$ cat src/rtl/td4_core_param.sv
// Parametrised TD4 core: single-cycle execute, instr_valid stall, one-cycle OUT strobe, visible carry.
// Define TD4_HALT_EN to make opcode 1101 a HALT that freezes the core until reset.
module td4_core_param #(
  parameter int DATA_W = 4,
  parameter int PC_W   = 4
) (
  input  logic              clk,
  input  logic              reset,
  output logic [PC_W-1:0]   address,
  input  logic [DATA_W+3:0] instr,
  input  logic              instr_valid,
  input  logic [DATA_W-1:0] in,
  output logic [DATA_W-1:0] out,
  output logic              out_strobe,
  output logic              carry,
  output logic              halted
);

  if (DATA_W < 4 || DATA_W > 16) begin : g_bad_data_w
    $error("td4_core_param: DATA_W must lie in 4..16");
  end
  if (PC_W > DATA_W) begin : g_bad_pc_w
    $error("td4_core_param: PC_W must not exceed DATA_W");
  end

  localparam logic [3:0] OP_ADD_A = 4'b0000;
  localparam logic [3:0] OP_MOV_AB = 4'b0001;
  localparam logic [3:0] OP_IN_A  = 4'b0010;
  localparam logic [3:0] OP_MOV_A = 4'b0011;
  localparam logic [3:0] OP_MOV_BA = 4'b0100;
  localparam logic [3:0] OP_ADD_B = 4'b0101;
  localparam logic [3:0] OP_IN_B  = 4'b0110;
  localparam logic [3:0] OP_MOV_B = 4'b0111;
  localparam logic [3:0] OP_OUT_B = 4'b1001;
  localparam logic [3:0] OP_OUT_I = 4'b1011;
  localparam logic [3:0] OP_JNC   = 4'b1110;
  localparam logic [3:0] OP_JMP   = 4'b1111;
`ifdef TD4_HALT_EN
  localparam logic [3:0] OP_HALT  = 4'b1101;
`endif

  localparam logic [PC_W-1:0] PC_ONE = {{(PC_W-1){1'b0}}, 1'b1};

  logic [PC_W-1:0]   pc_q, pc_d;
  logic [DATA_W-1:0] a_q, a_d;
  logic [DATA_W-1:0] b_q, b_d;
  logic [DATA_W-1:0] out_q, out_d;
  logic              c_q, c_d;
  logic              out_strobe_q, out_strobe_d;
  logic              run;

`ifdef TD4_HALT_EN
  typedef enum logic {S_RUN, S_HALT} state_t;
  state_t state_q, state_d;
  assign run    = (state_q == S_RUN);
  assign halted = (state_q == S_HALT);
`else
  assign run    = 1'b1;
  assign halted = 1'b0;
`endif

  logic [3:0]        op;
  logic [DATA_W-1:0] im;
  logic [DATA_W-1:0] src;
  logic [DATA_W:0]   sum;

  assign op = instr[DATA_W+3:DATA_W];
  assign im = instr[DATA_W-1:0];

  // Source operand select; jumps and NOPs add to zero so their carry is always 0.
  always_comb begin
    src = '0;
    case (op)
      OP_ADD_A, OP_MOV_BA:            src = a_q;
      OP_MOV_AB, OP_ADD_B, OP_OUT_B:  src = b_q;
      OP_IN_A, OP_IN_B:               src = in;
      default:                        src = '0;
    endcase
    sum = {1'b0, src} + {1'b0, im};
  end

  always_comb begin
    pc_d         = pc_q;
    a_d          = a_q;
    b_d          = b_q;
    out_d        = out_q;
    c_d          = c_q;
    out_strobe_d = 1'b0;
`ifdef TD4_HALT_EN
    state_d      = state_q;
`endif
    if (run && instr_valid) begin
      pc_d = pc_q + PC_ONE;
      c_d  = sum[DATA_W];
      case (op)
        OP_ADD_A, OP_MOV_AB, OP_IN_A, OP_MOV_A: a_d = sum[DATA_W-1:0];
        OP_MOV_BA, OP_ADD_B, OP_IN_B, OP_MOV_B: b_d = sum[DATA_W-1:0];
        OP_OUT_B, OP_OUT_I: begin
          out_d        = sum[DATA_W-1:0];
          out_strobe_d = 1'b1;
        end
        // JNC tests the carry left by the previous retired instruction.
        OP_JNC: if (!c_q) pc_d = im[PC_W-1:0];
        OP_JMP: pc_d = im[PC_W-1:0];
`ifdef TD4_HALT_EN
        OP_HALT: state_d = S_HALT;
`endif
        default: ;
      endcase
    end
  end

  always_ff @(posedge clk) begin
    if (reset) begin
      pc_q         <= '0;
      a_q          <= '0;
      b_q          <= '0;
      out_q        <= '0;
      c_q          <= 1'b0;
      out_strobe_q <= 1'b0;
`ifdef TD4_HALT_EN
      state_q      <= S_RUN;
`endif
    end else begin
      pc_q         <= pc_d;
      a_q          <= a_d;
      b_q          <= b_d;
      out_q        <= out_d;
      c_q          <= c_d;
      out_strobe_q <= out_strobe_d;
`ifdef TD4_HALT_EN
      state_q      <= state_d;
`endif
    end
  end

  assign address    = pc_q;
  assign out        = out_q;
  assign out_strobe = out_strobe_q;
  assign carry      = c_q;

endmodule

$ cat config.mk
export PLATFORM = sky130hd
export DESIGN_NAME = td4_core_param
export DESIGN_NICKNAME = d
export VERILOG_FILES = /design/src/rtl/td4_core_param.sv
export SDC_FILE = /design/constraint.sdc
export NUM_CORES = 1
export LEC_CHECK = 0
export ABC_CLOCK_PERIOD_IN_PS = 5980
export CORE_UTILIZATION = 52
export DETAILED_ROUTE_END_ITERATION = 8
export PLACE_DENSITY = 0.83
export SKIP_CTS_REPAIR_TIMING = 1
export SYNTH_ARGS = -nofsm -noshare
export SYNTH_HDL_FRONTEND = slang
export SYNTH_SLANG_ARGS = --single-unit
$ cat constraint.sdc
create_clock -name clk -period 5.98 [get_ports clk]
set_input_delay 1.196 -clock clk [delete_from_list [all_inputs] [get_ports clk]]
set_output_delay 1.196 -clock clk [all_outputs]
set_load 0.005 [all_outputs]
==> results.tsv <==
stage	metric	value	unit
yosys	Synth area leaders	dfxtp_1 (33%), mux2i_1 (9.2%), ha_1 (5.8%), nor2_1 (4.9%), o311ai_0 (3.2%)	
setup_path	Worst setup SP type	input pin	
sta	Fin. Hold Viols	0	
yosys	register area share after synthesis	0.333	
route	Initial DRC Count	28	
cts	clock sinks	18	
route	DRT Pass-1 Iters	4	
yosys	Synth cell types	40	
global_route	GRT met3 Usage	0.0453	
pwr	Sw Ratio	0.272	
floorplan	Ports	26	
pwr	switching power	0.0709	mW
global_route	vias in the first global route	843	
run_status	outcome	completed	
pwr	Comb pwr share	0.201	
place	Placer Congestion	0.888	
setup_path	Reg2Reg Depth	8	
floorplan	Die Y	47.6	um
floorplan	FP Rows	16	
cts	clock-pin slew on the worst setup and hold paths	0.11	ns
hold_path	min-delay worst type	reg -> reg	
setup_path	Critical Path AT	3.67	ns
yosys	share of Yosys cell area claimed by the top area cell type	0.333	
setup_path	crit-path max FO	7	
pwr	Power Density	193	nW/um^2
route	DRC	0	
sta	maximum clock rate	292	MHz
cts	clock latency on the worst-skew pair	0.30	ns
pwr	VDD IR-drop max	0.165	mV
floorplan	Die X	47.6	um
cts	clk root buf	clkbuf_4	
global_route	largest net degree at the start of global routing	25	
place	DP Wirelength	1910	um
route	Vias	992	
global_route	global route overflow	0	
sta	period utilization	0.573	
setup_path	setup slack, reg-to-reg	4.23	ns
pwr	share of total power in sequential cells	0.500	
pwr	total leakage power	0.508	nW
global_route	GR Util met1	0.312	
pwr	Clk pwr share	0.299	
cts	TritonCTS Buffers	3	
setup_path	CP required	6.22	ns
cts	H-Tree Level Count	1	
final_layout	# nets final	164	
yosys	Post-synth EDFFs	0	
final_layout	fin util	0.691	
job	MaxCap Viol Count	0	
yosys	cells after synthesis	121	
cts	CTS tree	done	
final_layout	# diodes	0	
sta	Max-Slew Margin vs Limit	0.466	
floorplan	Initial Util	0.552	
setup_path	Crit Path Class	in -> reg	
yosys	Post-Syn Nets	142	
final_layout	Area Growth Syn to Fin	25.2	%
setup_path	CP peak stage delay	0.62	ns
pwr	internal cell power	0.190	mW
sta	unrepaired setup endpoints after global routing	false	
place	Buffers on Ports	24	
sta	clk_skew	0.00362	ns
route	Via density	5.87	
yosys	top_reg_cell synth	dfxtp_1	
setup_path	FF-to-FF End	a_q[2]	
global_route	first-pass GRT wire length	3760	um
floorplan	Core ar.	1960	sq um
hold_path	Worst Hold End	out[1]	
yosys	YS warnings	0	
yosys	asr flop ratio synth	0	
sta	setup ws final	2.55	ns
global_route	GR Util met2	0.392	
route	DRT Wirelength	2550	um
sta	final setup fails	0	
setup_path	r2r startpoint	a_q[0]	
place	pre-CTS WS	2.25	ns
yosys	synthesized flop and latch total	18	
yosys	mapped cell area	1080	sq um
yosys	syn avg cell area	8.94	sq um
hold_path	hold path start	out[1]	
sta	Final Max Slew Viols	0	
global_route	initial antenna violation count	0	
global_route	grt peak-use layer	met2	
sta	min Tclk post-route	3.43	ns
floorplan	die area	2270	sq um
sta	Setup TNS	0	ns
sta	Worst-Margin Slew	0.799	ns
setup_path	CP endpoint kind	flop	
route	DR WL/cell	15.1	um
setup_path	cell breakdown of the critical path	clkdlybuf4s50_1, a211oi_1, o2bb2ai_1, ha_1, inv_1, fa_1, xnor2_1, mux2i_1, nor2_1	
hold_path	Hold Path Stages	2	
final_layout	fill count	184	
global_route	Total GRT Usage	0.240	
setup_path	critical path's slowest cell	a211oi_1	
final_layout	share of layout cells above drive strength 1	0.0423	
cts	Clock Tree Buf Depth	2	
route	ANT nets after route	0	
yosys	Yosys top cell by area	dfxtp_1	
[critical path, delay by kind of cell]
| kind | cells | cell delay, ns |
|---|---|---|
| multiplexers | 1 | 0.12 |
| AO/OA/AOI/OAI | 2 | 0.80 |
| AND/OR/NAND/NOR | 1 | 0.10 |
| XOR/XNOR | 1 | 0.27 |
| buffers and inverters | 2 | 0.62 |
| adder cells (fa/ha/maj) | 2 | 0.56 |
[cells in the mapped netlist (all sizes together), types with 2 or more instances]
cell type / n
nor2: 14
mux2i: 10
nand2b: 2
a21o: 2
ha: 5
nor3b: 3
a21oi: 2
a211oi: 4
clkbuf: 2
o21ai: 3
nand3: 3
o211ai: 3
buf: 5
inv: 9
nand4b: 3
a31oi: 2
and3: 2
dfxtp: 18
and3b: 2
o2bb2ai: 3
a311oi: 2
o311ai: 5
nor2b: 3
[routing by layer]
metal / up-vias / part of all wire / wire length, um
met1: 473 / 0.46 / 1180
li1: 488 / - / -
met5: - / 0 / 0
met4: 0 / 0.017 / 44
met3: 6 / 0.037 / 93
met2: 25 / 0.48 / 1230
[state kept, by name, indices dropped and copies added, names as in the netlist]
name / cells
a_q: 4
out: 4
carry: 1
b_q: 4
out_strobe: 1
address: 4
[through the flow]
step	cell area, sq um	power, mW	hold WS, ns	std cells
final	1360	0.261	0.511	169
after global routing	1360	0.273	0.543	169
after CTS	1360	0.263	0.512	169
after detailed placement	1320	0.185	0.493	165
after global placement	1320	0.183	0.476	165
after floorplan	1080	0.161	0.460	121
[kinds of logic (layout without fill, tap and decap cells)]
group	Yosys count	in the layout	share of synthesized area
xor+xnor	1	1	0.00809
other cells	1	1	0.00346
simple gates	41	41	0.229
buf+inv	16	37	0.0659
compound gates	28	28	0.192
fa+ha+maj	6	6	0.0763
mux	10	10	0.0925
flops	18	18	0.333
[layout by cell type (no fill, tap or decap)]
cell type	Yosys	routed
o21ai_0	3	3
clkdlybuf4s50_1	0	24
mux2i_1	10	10
a31oi_1	2	2
and4b_1	1	1
and2_1	1	1
and3_1	2	2
fa_1	1	1
o311ai_0	4	4
clkbuf_4	0	3
o22ai_1	1	1
xnor2_1	1	1
and3b_1	2	2
nand3b_1	1	1
a21o_1	2	2
o211ai_1	3	3
or2_2	1	1
nand3_1	3	3
nor3b_1	2	2
o311ai_1	1	1
a21oi_1	2	2
a311oi_1	2	2
inv_1	9	9
nor2b_1	3	3
conb_1	1	1
nor4bb_1	1	1
o2111ai_1	1	1
a211oi_1	4	4
nand2_1	1	1
o2bb2ai_1	3	3
nand4_1	1	1
dfxtp_1	18	18
and2b_1	1	1
nor3b_2	1	1
clkbuf_8	0	1
nand2b_1	2	2
nand4b_1	3	3
or4_1	1	1
ha_1	5	5
nor2_1	14	14
[final cells by class]
class	instances	area, sq um	share of cell area
repair buffers	24	240	0.177
flip-flops and latches	18	360	0.266
well taps	27	33.8	0.0249
clock buffers	4	36.3	0.0268
multi-input cells	87	651	0.480
inverters	9	33.8	0.0249
[how the worst max path moves through the flow]
| stage | end | cells after the start | slack [ns] | from |
|---|---|---|---|---|
| finish | a_q[2] | 9 | 2.55 | instr[5] |
| global route | a_q[2] | 9 | 2.33 | instr[5] |
| CTS | a_q[2] | 9 | 2.57 | instr[5] |
| detailed placement | a_q[2] | 9 | 2.25 | instr[5] |
| global placement | carry | 9 | 2.37 | instr[5] |
| floorplan | carry | 9 | 2.98 | instr[5] |
[power groups by stage]
stage	combinational, mW	clock, mW	sequential [mW]
floorplan	0.0291	0	0.132
global placement	0.0503	0	0.133
detailed placement	0.0519	0	0.133
CTS	0.0523	0.0804	0.130
global route	0.0577	0.0839	0.131
finish	0.0526	0.0781	0.130
(Power assumes the default switching activity.)
